<file path="src/rtl/cache.sv">
// -----------------------------------------------------------------------------
// cache -- direct-mapped, write-back, write-allocate cache in front of a
// 64-bit burst RAM.
//
// Line = 32 bytes = 8 words = 4 beats of 64 bits.
//   column     = address[4:2]
//   line index = address[LINE_IX_BITWIDTH+4:5]
//   tag        = address[31:LINE_IX_BITWIDTH+5]
//
// Ports
//   clk, rst_n        clock (rising edge), asynchronous active-low reset
//   enable            access request valid
//   address           byte address (bits [1:0] ignored)
//   data_in           write data, byte lanes already positioned
//   write_enable      per-byte write strobe, 0 = read
//   data_out          word at address in the indexed line (always shown)
//   data_out_ready    read hit this cycle
//   busy              access stalled; requester holds its inputs
//   br_cmd            burst RAM command: 0 read, 1 write
//   br_cmd_en         one-cycle command strobe
//   br_addr           burst RAM address (line byte address >> addressing mode)
//   br_wr_data        write-back beat
//   br_data_mask      always 0 (every byte written)
//   br_rd_data        read beat from burst RAM
//   br_rd_data_valid  br_rd_data valid this cycle
//
// state     | meaning
// ----------+---------------------------------------------------------------
// S_IDLE    | serve hits combinationally; a miss latches the request
// S_WB      | 4 cycles streaming the dirty victim line out
// S_RD_CMD  | one cycle issuing the line-fill read command
// S_RD_WAIT | collect 4 read beats, then mark line valid and clean
// -----------------------------------------------------------------------------
module cache #(
    parameter int LINE_IX_BITWIDTH    = 1,
    parameter int RAM_DEPTH_BITWIDTH  = 10,
    parameter int RAM_ADDRESSING_MODE = 3
) (
    input  logic                          clk,
    input  logic                          rst_n,
    input  logic                          enable,
    input  logic [31:0]                   address,
    input  logic [31:0]                   data_in,
    input  logic [3:0]                    write_enable,
    output logic [31:0]                   data_out,
    output logic                          data_out_ready,
    output logic                          busy,
    output logic                          br_cmd,
    output logic                          br_cmd_en,
    output logic [RAM_DEPTH_BITWIDTH-1:0] br_addr,
    output logic [63:0]                   br_wr_data,
    output logic [7:0]                    br_data_mask,
    input  logic [63:0]                   br_rd_data,
    input  logic                          br_rd_data_valid
);

    localparam int NUM_LINES = 1 << LINE_IX_BITWIDTH;
    localparam int TAG_W     = 27 - LINE_IX_BITWIDTH;
    localparam int WIX_W     = LINE_IX_BITWIDTH + 3;

    typedef enum logic [1:0] {
        S_IDLE    = 2'd0,
        S_WB      = 2'd1,
        S_RD_CMD  = 2'd2,
        S_RD_WAIT = 2'd3
    } state_t;

    state_t state_q, state_d;

    logic [TAG_W-1:0]     tag_q [NUM_LINES];
    logic [NUM_LINES-1:0] valid_q;
    logic [NUM_LINES-1:0] dirty_q;
    logic [31:0]          mem_q [NUM_LINES*8];

    // Line address of the request that missed; held for the whole refill.
    logic [31:5] pend_addr_q;
    // Beat down-counter: 3 on the first beat of a burst, 0 on the last.
    logic [1:0]  beat_cnt_q;

    logic [LINE_IX_BITWIDTH-1:0] req_idx;
    logic [TAG_W-1:0]            req_tag;
    logic [2:0]                  req_col;
    logic [LINE_IX_BITWIDTH-1:0] pend_idx;
    logic [TAG_W-1:0]            pend_tag;
    logic [1:0]                  beat_k;
    logic                        hit;
    logic                        write_hit;
    logic                        miss;
    logic [31:0]                 line_byte_addr;
    logic [31:0]                 line_ram_addr;

    assign req_idx  = address[LINE_IX_BITWIDTH+4:5];
    assign req_tag  = address[31:LINE_IX_BITWIDTH+5];
    assign req_col  = address[4:2];
    assign pend_idx = pend_addr_q[LINE_IX_BITWIDTH+4:5];
    assign pend_tag = pend_addr_q[31:LINE_IX_BITWIDTH+5];
    assign beat_k   = 2'd3 - beat_cnt_q;

    assign hit       = (state_q == S_IDLE) && enable && valid_q[req_idx]
                       && (tag_q[req_idx] == req_tag);
    assign write_hit = hit && (write_enable != 4'b0000);
    assign miss      = (state_q == S_IDLE) && enable && !hit;

    assign data_out       = mem_q[{req_idx, req_col}];
    assign data_out_ready = hit && (write_enable == 4'b0000);
    assign busy           = (state_q != S_IDLE) || miss;
    assign br_data_mask   = 8'h00;

    // Outputs derive from state only, so reset forcing IDLE clears them at once.
    assign line_ram_addr = line_byte_addr >> RAM_ADDRESSING_MODE;
    assign br_addr       = line_ram_addr[RAM_DEPTH_BITWIDTH-1:0];

    always_comb begin
        state_d        = state_q;
        br_cmd         = 1'b0;
        br_cmd_en      = 1'b0;
        br_wr_data     = 64'h0;
        line_byte_addr = 32'h0;
        case (state_q)
            S_IDLE: begin
                if (miss) begin
                    if (valid_q[req_idx] && dirty_q[req_idx]) state_d = S_WB;
                    else                                      state_d = S_RD_CMD;
                end
            end
            S_WB: begin
                br_cmd         = 1'b1;
                br_cmd_en      = (beat_cnt_q == 2'd3);
                line_byte_addr = {tag_q[pend_idx], pend_idx, 5'b00000};
                br_wr_data     = {mem_q[{pend_idx, beat_k, 1'b1}],
                                  mem_q[{pend_idx, beat_k, 1'b0}]};
                if (beat_cnt_q == 2'd0) state_d = S_RD_CMD;
            end
            S_RD_CMD: begin
                br_cmd_en      = 1'b1;
                line_byte_addr = {pend_addr_q, 5'b00000};
                state_d        = S_RD_WAIT;
            end
            S_RD_WAIT: begin
                if (br_rd_data_valid && (beat_cnt_q == 2'd0)) state_d = S_IDLE;
            end
            default: state_d = S_IDLE;
        endcase
    end

    always_ff @(posedge clk or negedge rst_n) begin
        if (!rst_n) begin
            state_q     <= S_IDLE;
            valid_q     <= '0;
            dirty_q     <= '0;
            pend_addr_q <= '0;
            beat_cnt_q  <= 2'd3;
            for (int i = 0; i < NUM_LINES; i++) tag_q[i] <= '0;
        end else begin
            state_q <= state_d;
            case (state_q)
                S_IDLE: begin
                    beat_cnt_q <= 2'd3;
                    if (miss)      pend_addr_q      <= address[31:5];
                    if (write_hit) dirty_q[req_idx] <= 1'b1;
                end
                S_WB: begin
                    beat_cnt_q <= beat_cnt_q - 2'd1;
                end
                S_RD_CMD: begin
                    beat_cnt_q <= 2'd3;
                end
                S_RD_WAIT: begin
                    if (br_rd_data_valid) begin
                        beat_cnt_q <= beat_cnt_q - 2'd1;
                        if (beat_cnt_q == 2'd0) begin
                            tag_q[pend_idx]   <= pend_tag;
                            valid_q[pend_idx] <= 1'b1;
                            dirty_q[pend_idx] <= 1'b0;
                        end
                    end
                end
                default: beat_cnt_q <= 2'd3;
            endcase
        end
    end

    // Data array is not reset; valid bits guard it.
    always_ff @(posedge clk) begin
        if (write_hit) begin
            for (int i = 0; i < 4; i++) begin
                if (write_enable[i])
                    mem_q[{req_idx, req_col}][8*i +: 8] <= data_in[8*i +: 8];
            end
        end
        if ((state_q == S_RD_WAIT) && br_rd_data_valid) begin
            mem_q[{pend_idx, beat_k, 1'b0}] <= br_rd_data[31:0];
            mem_q[{pend_idx, beat_k, 1'b1}] <= br_rd_data[63:32];
        end
    end

endmodule

</file>
<file path="config.mk">
export PLATFORM = sky130hd
export DESIGN_NAME = cache
export DESIGN_NICKNAME = d
export VERILOG_FILES = /design/src/rtl/cache.sv
export SDC_FILE = /design/constraint.sdc
export NUM_CORES = 2
export LEC_CHECK = 0
export ABC_CLOCK_PERIOD_IN_PS = 6150
export CORE_MARGIN = 2
export CORE_UTILIZATION = 42
export DETAILED_ROUTE_END_ITERATION = 6
export PLACE_DENSITY = 0.72
export SYNTH_ARGS = -nofsm -noshare
export SYNTH_HDL_FRONTEND = slang
export SYNTH_SLANG_ARGS = --single-unit
</file>
<file path="constraint.sdc">
create_clock -name clk -period 6.15 [get_ports clk]
set_input_delay 1.23 -clock clk [delete_from_list [all_inputs] [get_ports clk]]
set_output_delay 1.23 -clock clk [all_outputs]
set_load 0.1 [all_outputs]
</file>
==> impl.org <==
** Synth
- After synthesis, the largest family of logic cells by area is multiplexers.
- Top-count cell post-synth :: nand2_1
- Post-synth cell types :: 37
- Multiplexer area fraction after synthesis :: 23.0%
- Fraction of the mapped netlist area in adder cells :: less than 1%
- The commonest cells after synthesis are nand2_1 (1433), edfxtp_1 (512), mux4_2 (288).
- Summing the sequential cell areas from Yosys gives between 50% and 60% of the chip area.
- Top flip-flop cell by instance count after synthesis :: edfxtp_1
- The average instance in the mapped netlist occupies approximately 11 sq um.
- After technology mapping, the gate count stands at 2997.
- Number of synthesized register bits :: ~600
- Summed over its instances, the top area cell type makes up a little under half of the synthesized netlist area.
- Fraction of registers with async set or reset after synthesis :: about 15%
- Largest cells by area after synthesis :: edfxtp_1 (46%), mux4_2 (19%), nand2_1 (16%), dfrtp_1 (6.3%), mux2_2 (2.9%)
- The synthesized design spends more area on one cell type than any other, namely edfxtp_1.
- Share of the synthesized netlist area taken by xor and xnor gates :: 0.677%
- Area fraction in compound gates after synthesis :: under 10%
- Summing the areas of all and, or, nand and nor instances in the mapped netlist gives about 17% of the synthesized area.
- Post-Syn Area :: 33700 sq um
- The synthesized design contains just over 500 enable-type register cells.
- The Yosys step of the flow raised 0 warnings.

** GRT
- The first global-routing pass estimated 159 mm of wire.
- Antenna violations before repair :: 14
- Global routing used between 20% and 30% of the available tracks across all layers.
- Vias in the first global route :: around 25000
- Global route total overflow :: 0
- Entering global routing, the biggest net connects between 80 and 90 pins.

** Route
- Overall via count from detail_route :: 25100
- DRC violation count after routing :: 0
- The detailed router finished its first iteration with between 2000 and 3000 violations.
- The pre-antenna-repair detailed-routing pass consisted of 6 iterations.
- Sum of routed wire length over all layers :: about 110 mm
- Antenna viol nets, final :: 0
- Post-DR wirelength/cell :: approximately 26 um
- In the routed layout, each cell is associated on average with a via count of about 5.9.

** Timing
- The smallest clock period supported by the final layout is computed as 5.53 ns.
- Setup violations remaining at the end of the flow were counted as 0.
- Final worst-path cycle share :: 89.9%
- Fin Setup TNS :: 0 ns
- Hold is met by 0.503 ns.
- Measured against its own limit, the worst slew margin works out to a little under a quarter.
- Setup Skew :: ~0.032 ns
- Setup repair after global routing left no endpoint under its margin.
- The count of endpoints failing hold in the final timing report came to 0.
- Derived from the worst setup path, the maximum achievable clock frequency is ~0.18 GHz.
- Measured slew at the worst slew-check pin :: 1.14 ns
- Max Slew Vio Count :: 0

** Hold path
- HP Class :: reg2reg

** Die
- Row cnt :: 103
- Chip height :: approximately 290 um
- Once the floorplan was initialized, standard cells occupied a little over two fifths of the core.
- The total area inside the core boundary comes to between 70000 and 80000 sq um.
- The die covers a little over 80000 sq um.
- Horizontal extent of the die :: 287 um
- # IOs :: approximately 250

** Flow run
- The tool flagged a number of max-cap violations equal to 0.

** Power and ir drop
- The analysis attributes to cell leakage a power of 14.9 nW.
- Dividing total power by cell area gives a power density of 384 nW/um^2.
- Peak ir drop on the vdd network :: ~0.00030 V

** Worst setup path
- Counting cells, the worst reg-to-reg path comes to 5.
- The worst setup path is launched from a register.
- In this run the worst path has a maximum fanout of 57.
- Worst setup path category :: reg2out
- The worst register-to-register path ends at mem_q[11][9]$_DFFE_PP_.
- Slowest stage delay, CP :: 1.28 ns
- Capturing element type of the critical path :: output port
- For the worst setup path, the data required time is 4.92 ns.
- In this run the register-to-register setup slack is between 2 and 2.5 ns.
- Ordered cell list for the critical path :: buf_12, mux4_2, nand2_1, a21boi_0, clkdlybuf4s50_1
- At the worst endpoint, the arrival time is about 4.3 ns.
- Worst setup path start :: pend_addr_q[5]$_DFFE_PN0P_
- The critical path ends at br_wr_data[48].
- Slowest stage cell on the critical path :: clkdlybuf4s50_1
- The worst register-to-register path begins at beat_cnt_q[1]$_DFFE_PN1N_.

** Placement
- The number of placed instances, taps included, is 4104.
- Detailed placer's ending HPWL :: roughly 70 mm
- Count of buffers from port buffering :: roughly 240
- Global placer's final weighted congestion :: roughly 0.86

** Clock tree
- The clock reaches the later pin of the worst-skew pair after approximately 0.62 ns.
- In this run the clock root is driven by a clkbuf_16.
- Post-cts gate resize count :: 0
- The tree built by TritonCTS fans out to 599 sinks.
- The number of hold buffers added after CTS was 0.
- Setup Buffers After CTS :: 0
- Reg clk slew, reported paths :: ~0.06 ns
- Maximum clock insertion buffer count :: 3
- CTS H-Tree Depth :: 3
- In this run, CTS created clock tree buffers numbering 68.
- TritonCTS clock tree :: yes

** Layout
- Fill cells in the final layout number 6882.
- Register area :: 17600 sq um
- Layout Nets :: 3266
- Area of the multi-input gates :: around 15000 sq um
- Final cell count without fillers :: about 4200
- Relative to the synthesized area, the layout overhead comes to 16.5%.
- Share of layout cells above drive strength 1 :: between 20% and 30%

** Run status
- The flow ran to the end, and the final reports show no timing, DRC or antenna violations.
-- power by group --
part	internal, W	switching [W]	leakage (nW)
registers	0.00488	0.000383	5.74
clock network	0.00237	0.00168	1.06
logic	0.00200	0.00373	8.07
-- cells by family after synthesis --
family / after synthesis
and+or+nand+nor: 1515
DFF: 599
muxes: 401
buffers and inverters: 303
AOI/OAI and AO/OA: 146
xor gates and xnor gates: 26
adders and majority gates: 6
other: 1
-- worst max-delay path: cells and delay by family (launching register included) --
| family | cells | cell delay, ns |
|---|---|---|
| compound gates | 1 | 0.59 |
| mux | 1 | 0.28 |
| flops | 1 | 1.03 |
| simple gates | 1 | 0.05 |
| buf+inv | 2 | 1.67 |
-- registers in the layout (all words and copies together) (netlist names) --
signal and flops:
beat_cnt_q 2, dirty_q 2, mem_q 512, pend_addr_q 27, state_q 2, tag_q 52, valid_q 2
-- metrics by stage --
| stage | area, sq um | util [%] | power, W | setup WS [ns] |
|---|---|---|---|---|
| 2_1_floorplan | 33700 | - | 0.00947 | 0.415 |
| 3_3_place_gp | 37000 | 46.8 | 0.0110 | 1.09 |
| 3_5_place_dp | 37000 | 46.8 | 0.0111 | 1.08 |
| 4_1_cts | 39200 | 49.5 | 0.0151 | 0.765 |
| 5_1_grt | 39200 | 49.5 | 0.0156 | 0.587 |
| 6_report | 39200 | 49.5 | 0.0151 | 0.623 |
-- worst min path at each step --
| stage | from | endpoint | slack (ns) | depth (start not counted) |
|---|---|---|---|---|
| 3_5_place_dp | valid_q[1]$_DFFE_PN0P_ | valid_q[1]$_DFFE_PN0P_ | 0.48 | 1 |
| 6_report | tag_q[49]$_DFFE_PN0P_ | tag_q[49]$_DFFE_PN0P_ | 0.50 | 1 |
| 2_1_floorplan | valid_q[1]$_DFFE_PN0P_ | valid_q[1]$_DFFE_PN0P_ | 0.45 | 1 |
| 4_1_cts | valid_q[0]$_DFFE_PN0P_ | valid_q[0]$_DFFE_PN0P_ | 0.50 | 1 |
| 5_1_grt | tag_q[48]$_DFFE_PN0P_ | tag_q[48]$_DFFE_PN0P_ | 0.51 | 1 |
| 3_3_place_gp | valid_q[0]$_DFFE_PN0P_ | valid_q[0]$_DFFE_PN0P_ | 0.47 | 1 |
-- per-layer routing --
metal  vias to the layer above  routed length [um]  GRT usage (%)
met1                     12200               38700           33.1
met3                       353               13600           6.40
met5                         -                 106              0
li1                      10800                   -              -
met2                      1756               50700           42.0
met4                        16                5670           14.0
-- placed cells by master (no fill, tap or decap), types with 10 or more instances in the layout --
cell             netlist  layout
a21boi_0              64      64
clkinv_1               0      13
nand2_1             1433    1427
mux2_2                87      87
nor2_1                17      11
nor2b_1               13      13
xnor2_1               26      26
o21ai_1                0      51
edfxtp_1             512     512
buf_4                 12     136
dfrtp_1               85      84
clkbuf_16              0      70
o21ai_0               65      14
clkbuf_1             157      16
clkdlybuf4s50_1        0     200
nor4_1                11      10
mux4_2               288     288
conb_1                 1      10
nand3_1               15      13
mux2i_1               26      26
-- area by class of cell --
type | count | area share [%]
inverters | 5 | 0.0479
multi-input cells | 2104 | 38.0
diodes | 4 | 0.0255
clock inverters | 35 | 0.887
flip-flops and latches | 599 | 44.8
clock buffers | 88 | 4.69
well taps | 1050 | 3.35
repair buffers | 346 | 8.15
No activity file was read; power rests on OpenSTA's default activity.
